`src/rtl/sccb_write_master.sv`:
```
// SCCB 3-phase write master: sends DEVICE_ID, sub-address and data, each followed by a
// released 9th bit whose sampled level feeds the sticky o_nack flag.
module sccb_write_master #(
  parameter int          CLK_FREQUENCY  = 25000000,
  parameter int          SCCB_FREQUENCY = 100000,
  parameter logic [7:0]  DEVICE_ID      = 8'h42
) (
  input  logic       i_clk,
  input  logic       i_reset_n,
  input  logic       i_start,
  input  logic [7:0] i_address,
  input  logic [7:0] i_data,
  input  logic       i_sio_d,
  output logic       o_ready,
  output logic       o_sio_c,
  output logic       o_sio_d,
  output logic       o_sio_d_oe,
  output logic       o_nack
);

  localparam int QUARTER = CLK_FREQUENCY / (4 * SCCB_FREQUENCY);
  localparam int QW      = (QUARTER > 2) ? $clog2(QUARTER) : 1;
  localparam logic [QW-1:0] Q_LAST = QW'(QUARTER - 1);

  if (QUARTER < 2) begin : g_quarter_check
    $error("sccb_write_master: QUARTER must be at least 2");
  end

  typedef enum logic [2:0] {
    S_IDLE,
    S_START,
    S_BIT,
    S_STOP,
    S_BUS_FREE
  } state_t;

  state_t          state, state_n;
  logic [QW-1:0]   qcnt, qcnt_n;
  logic [1:0]      quarter, quarter_n;
  logic [3:0]      bit_cnt, bit_n;
  logic [1:0]      phase, phase_n;
  logic [7:0]      addr_q, addr_n;
  logic [7:0]      data_q, data_n;
  logic            nack_n;
  logic            tick;
  logic [7:0]      cur_byte;
  logic            c_n, d_n, oe_n, ready_n;

  assign tick = (qcnt == Q_LAST);

  // Handshake: a request is taken on any rising edge where o_ready=1 and i_start=1;
  // o_ready drops on that same edge and i_start is not looked at again until o_ready returns.
  always_comb begin
    state_n   = state;
    qcnt_n    = tick ? '0 : qcnt + 1'b1;
    quarter_n = quarter;
    bit_n     = bit_cnt;
    phase_n   = phase;
    addr_n    = addr_q;
    data_n    = data_q;
    nack_n    = o_nack;
    case (state)
      S_IDLE: begin
        qcnt_n = '0;
        if (i_start) begin
          state_n   = S_START;
          quarter_n = 2'd0;
          bit_n     = 4'd0;
          phase_n   = 2'd0;
          addr_n    = i_address;
          data_n    = i_data;
          nack_n    = 1'b0;
        end
      end
      S_START: begin
        if (tick) begin
          if (quarter == 2'd1) begin
            state_n   = S_BIT;
            quarter_n = 2'd0;
          end else begin
            quarter_n = quarter + 2'd1;
          end
        end
      end
      S_BIT: begin
        if (tick) begin
          // Slave answers in the 9th slot; sample at the end of the first C-high quarter.
          if (bit_cnt == 4'd8 && quarter == 2'd2 && i_sio_d) nack_n = 1'b1;
          if (quarter == 2'd3) begin
            quarter_n = 2'd0;
            if (bit_cnt == 4'd8) begin
              bit_n = 4'd0;
              if (phase == 2'd2) begin
                phase_n = 2'd0;
                state_n = S_STOP;
              end else begin
                phase_n = phase + 2'd1;
              end
            end else begin
              bit_n = bit_cnt + 4'd1;
            end
          end else begin
            quarter_n = quarter + 2'd1;
          end
        end
      end
      S_STOP: begin
        if (tick) begin
          if (quarter == 2'd2) begin
            state_n   = S_BUS_FREE;
            quarter_n = 2'd0;
          end else begin
            quarter_n = quarter + 2'd1;
          end
        end
      end
      S_BUS_FREE: begin
        if (tick) begin
          if (quarter == 2'd3) begin
            state_n   = S_IDLE;
            quarter_n = 2'd0;
          end else begin
            quarter_n = quarter + 2'd1;
          end
        end
      end
      default: begin
        state_n   = S_IDLE;
        quarter_n = 2'd0;
      end
    endcase
  end

  // Outputs are decoded from the next state so the registered pins line up with the state.
  always_comb begin
    case (phase_n)
      2'd1:    cur_byte = addr_n;
      2'd2:    cur_byte = data_n;
      default: cur_byte = DEVICE_ID;
    endcase
    c_n     = 1'b1;
    d_n     = 1'b1;
    oe_n    = 1'b1;
    ready_n = (state_n == S_IDLE);
    case (state_n)
      S_START: begin
        c_n = (quarter_n == 2'd0);
        d_n = 1'b0;
      end
      S_BIT: begin
        c_n = quarter_n[1];
        if (bit_n == 4'd8) begin
          oe_n = 1'b0;
          d_n  = 1'b1;
        end else begin
          d_n = cur_byte[~bit_n[2:0]];
        end
      end
      S_STOP: begin
        c_n = (quarter_n != 2'd0);
        d_n = (quarter_n == 2'd2);
      end
      default: begin
        c_n = 1'b1;
        d_n = 1'b1;
      end
    endcase
  end

  always_ff @(posedge i_clk or negedge i_reset_n) begin
    if (!i_reset_n) begin
      state      <= S_IDLE;
      qcnt       <= '0;
      quarter    <= 2'd0;
      bit_cnt    <= 4'd0;
      phase      <= 2'd0;
      addr_q     <= 8'd0;
      data_q     <= 8'd0;
      o_nack     <= 1'b0;
      o_ready    <= 1'b1;
      o_sio_c    <= 1'b1;
      o_sio_d    <= 1'b1;
      o_sio_d_oe <= 1'b1;
    end else begin
      state      <= state_n;
      qcnt       <= qcnt_n;
      quarter    <= quarter_n;
      bit_cnt    <= bit_n;
      phase      <= phase_n;
      addr_q     <= addr_n;
      data_q     <= data_n;
      o_nack     <= nack_n;
      o_ready    <= ready_n;
      o_sio_c    <= c_n;
      o_sio_d    <= d_n;
      o_sio_d_oe <= oe_n;
    end
  end

endmodule

```
`config.mk`:
```
export PLATFORM = sky130hd
export DESIGN_NAME = sccb_write_master
export DESIGN_NICKNAME = d
export VERILOG_FILES = /design/src/rtl/sccb_write_master.sv
export SDC_FILE = /design/constraint.sdc
export NUM_CORES = 1
export LEC_CHECK = 0
export CORE_AREA = 4 4 75 77
export CTS_CLUSTER_DIAMETER = 200
export DETAILED_ROUTE_END_ITERATION = 6
export DIE_AREA = 0 0 79 81
export SLEW_MARGIN = 20
export SYNTH_ARGS = -nofsm -noshare
export SYNTH_HDL_FRONTEND = slang
export SYNTH_SLANG_ARGS = --single-unit
```
`constraint.sdc`:
```
create_clock -name i_clk -period 5 [get_ports i_clk]
set_clock_uncertainty 0.05 [all_clocks]
set_input_delay 1.5 -clock i_clk [delete_from_list [all_inputs] [get_ports i_clk]]
set_output_delay 1.5 -clock i_clk [all_outputs]
set_load 0.02 [all_outputs]
```
==> results_dict.tcl <==
set metrics [dict create \
    run_status "complete, no violations" \
    timing.critical_path.to_type "register" \
    ys_seq_elements 38 \
    worstPathRequired_ns 5.16 \
    placementRows 26 \
    num-fill-cells 490 \
    ys_types 54 \
    layout.cells.most_common "dfrtp_1" \
    setup_total_negative_slack_ns 0 \
    tritoncts_clock_tree "yes" \
    slew-limit-headroom_pct 44.17 \
    route.detailed.drc 0 \
    netlist_area_mm2 0.002170 \
    min_period_ns 3.696 \
    drt.antenna.violating_nets 0 \
    post_cts.resized_instances 0 \
    max_fclk_mhz 270.5 \
    synth.net_count 238 \
    gr-total-overflow 0 \
    worst_skew_pair.late_latency_ns 0.28 \
    vdd.ir_drop.worst_mv 0.2272 \
    die_height_um 81 \
    leading_cell_types_in_the_layout_fill_and_taps_excluded "dfrtp_1, clkdlybuf4s50_1, nor2_1" \
    diode_count 0 \
    design.portCount 25 \
    detail_route.vias_per_cell 5.365 \
    final_layout_size_suffix_gt1_share_pct 12.99 \
    port_buffers 24 \
    area_growth_syn_to_layout_pct 16.95 \
    cts_setup_buffers 0 \
    max-cap-violations 0 \
    hold_viol_final 0 \
    crit_fanout 8 \
    first_global_vias 1627 \
    cellLeakagePower_nw 0.9704 \
    post_synth_inst_count 206 \
    die_x_um 79 \
    report.final.slew_viol_count 0 \
    holdCritPathClass "register to register" \
    num-nets-final 262 \
    wl_um 4291 \
    finalSetupViolCount 0 \
    transition_time_at_the_pin_with_the_least_slew_margin_ns 0.8375 \
    grt_max_degree 39 \
    async_flop_share_pct 100.0 \
    die-area_mm2 0.006399 \
    max_clock_buf_depth 2 \
    initial_core_utilization_pct 43.31 \
    clk_root_buffer_cell "clkbuf_8" \
    cts.sink_count 38 \
    grt_setup_unrepaired "no" \
    worst_ep_arrival_time_ns 3.86 \
    wl_per_cell_um 14.26 \
    first_pass_grt_wire_length_um 7631 \
    place_congestion 0.8084 \
    postSynthAreaPerCell_um2 10.53 \
    fin_total_pwr_mw 0.8142 \
    postSynth.topFlopCell "dfrtp_1" \
    drtIter0Drc 79 \
    postCtsHoldBufs 0 \
    timing.setup.critical_path_class "primary input to register" \
    startpoint_type "primary input" \
    grt_use_total_pct 15.29 \
    most_area_hungry_cell_type_in_the_yosys_netlist "dfrtp_1" \
    period_share_pct 73.93 \
    yosysWarnings 0 \
    ranking_of_synthesized_cells_by_area "dfrtp_1, ha_1, dfstp_2" \
    number_of_flops_mapped_to_enable_cells_by_yosys 0 \
    vias 1615 \
    place_hpwl_um 3143 \
    core_area_mm2 0.005010 \
    tritoncts_buffers 5 \
    drt_first_pass_iters 4 \
    synth_seq_area_share_pct 44.06 \
    worst_setup_hold_path_clk_slew_ns 0.07 \
    cts_htree_levels 2 \
    antenna_violations_before_repair 0 \
    pwr_density_cell_mw_per_mm2 320.9 \
    area_share_of_the_largest_cell_type_after_synthesis_pct 39.22 \
]
==> sequential cells by signal, indices dropped and copies added (netlist names) <==
name	flops
o_ready	1
qcnt	6
state	3
addr_q	8
phase	2
data_q	8
quarter	2
bit_cnt	4
o_sio_d	1
o_sio_c	1
o_sio_d_oe	1
o_nack	1
==> layer usage <==
metal,GRT usage (%),routed length [um],up-vias
met5,0,0,-
li1,-,-,800
met2,24.83,2048,25
met1,19.69,2021,781
met3,3.104,122,9
met4,7.045,97,0
==> worst paths after layout <==
check | endpoint | slack [ns] | depth (start not counted) | start
max | o_sio_d$_DFF_PN1_ | 1.30 | 12 | i_start
min | addr_q[1]$_DFF_PN0_ | 0.44 | 1 | addr_q[1]$_DFF_PN0_
max reg2reg | o_sio_d$_DFF_PN1_ | 2.06 | 11 | quarter[0]$_DFF_PN0_
min reg2reg | addr_q[1]$_DFF_PN0_ | 0.44 | 1 | addr_q[1]$_DFF_PN0_
max in group asynchronous | o_nack$_DFFE_PN0P_ | 3.11 | 1 | i_reset_n
min in group asynchronous | data_q[4]$_DFF_PN0_ | 1.27 | 1 | i_reset_n
==> area by class of cell <==
class	count	area (um2)	area share, %
multi-input cells	147	1111	43.79
repair buffers	25	242.7	9.566
clock buffers	7	86.33	3.402
flip-flops and latches	38	955.9	37.67
clock inverters	1	5.005	0.1972
inverters	13	48.80	1.923
well taps	70	87.58	3.452
==> power breakdown <==
group | switching [mW] | total (mW) | internal, mW
registers | 0.0367 | 0.420 | 0.383
clock network | 0.101 | 0.212 | 0.111
logic | 0.0914 | 0.182 | 0.0908
total | 0.229 | 0.814 | 0.585
==> cells in the mapped netlist, types with 2 or more instances <==
library cell	n
dfrtp_1	34
nor2_1	18
nand2_1	13
ha_1	12
inv_1	12
mux2_2	9
mux2_1	8
nand3_1	8
o21ai_0	7
a21oi_1	5
a22oi_1	5
a31oi_1	4
dfstp_2	4
nand4_1	4
nor3_1	4
a221o_1	3
a221oi_1	3
buf_2	3
nor2b_1	3
o211ai_1	3
buf_6	2
mux2i_1	2
nand3b_1	2
nand4b_1	2
nor4_1	2
o21a_1	2
o21ai_1	2
o221ai_1	2
xnor2_1	2
xor2_1	2
==> cells by family after synthesis <==
| family | share of synthesized area, % |
|---|---|
| and+or+nand+nor | 15.63 |
| xor gates and xnor gates | 1.615 |
| muxes | 9.747 |
| adders and majority gates | 6.920 |
| AOI/OAI and AO/OA | 17.30 |
| DFF | 44.06 |
| buffers and inverters | 4.728 |
==> metrics by stage <==
step           utilization [%]  setup slack, ns  std cells  hold WS, ns  area, um2
2_1_floorplan                -            1.743        206       0.4048       2170
3_3_place_gp             48.83            1.090        293       0.4316       2446
3_5_place_dp             48.83            1.060        293       0.4242       2446
4_1_cts                  50.65            1.345        301       0.4432       2537
5_1_grt                  50.65            1.049        301       0.4655       2537
6_report                 50.65            1.304        301       0.4397       2537
==> critical path: stages <==
cell and delay, ns:
clkdlybuf4s50_1 0.51, nor2_1 0.08, nor2_2 0.23, o21ai_0 0.16, mux2_2 0.31, inv_1 0.06, ha_1 0.31, a22oi_1 0.12
nand2_1 0.09, nand4b_1 0.10, a21o_1 0.20, a41oi_2 0.18
No activity file was read; power rests on OpenSTA's default activity.
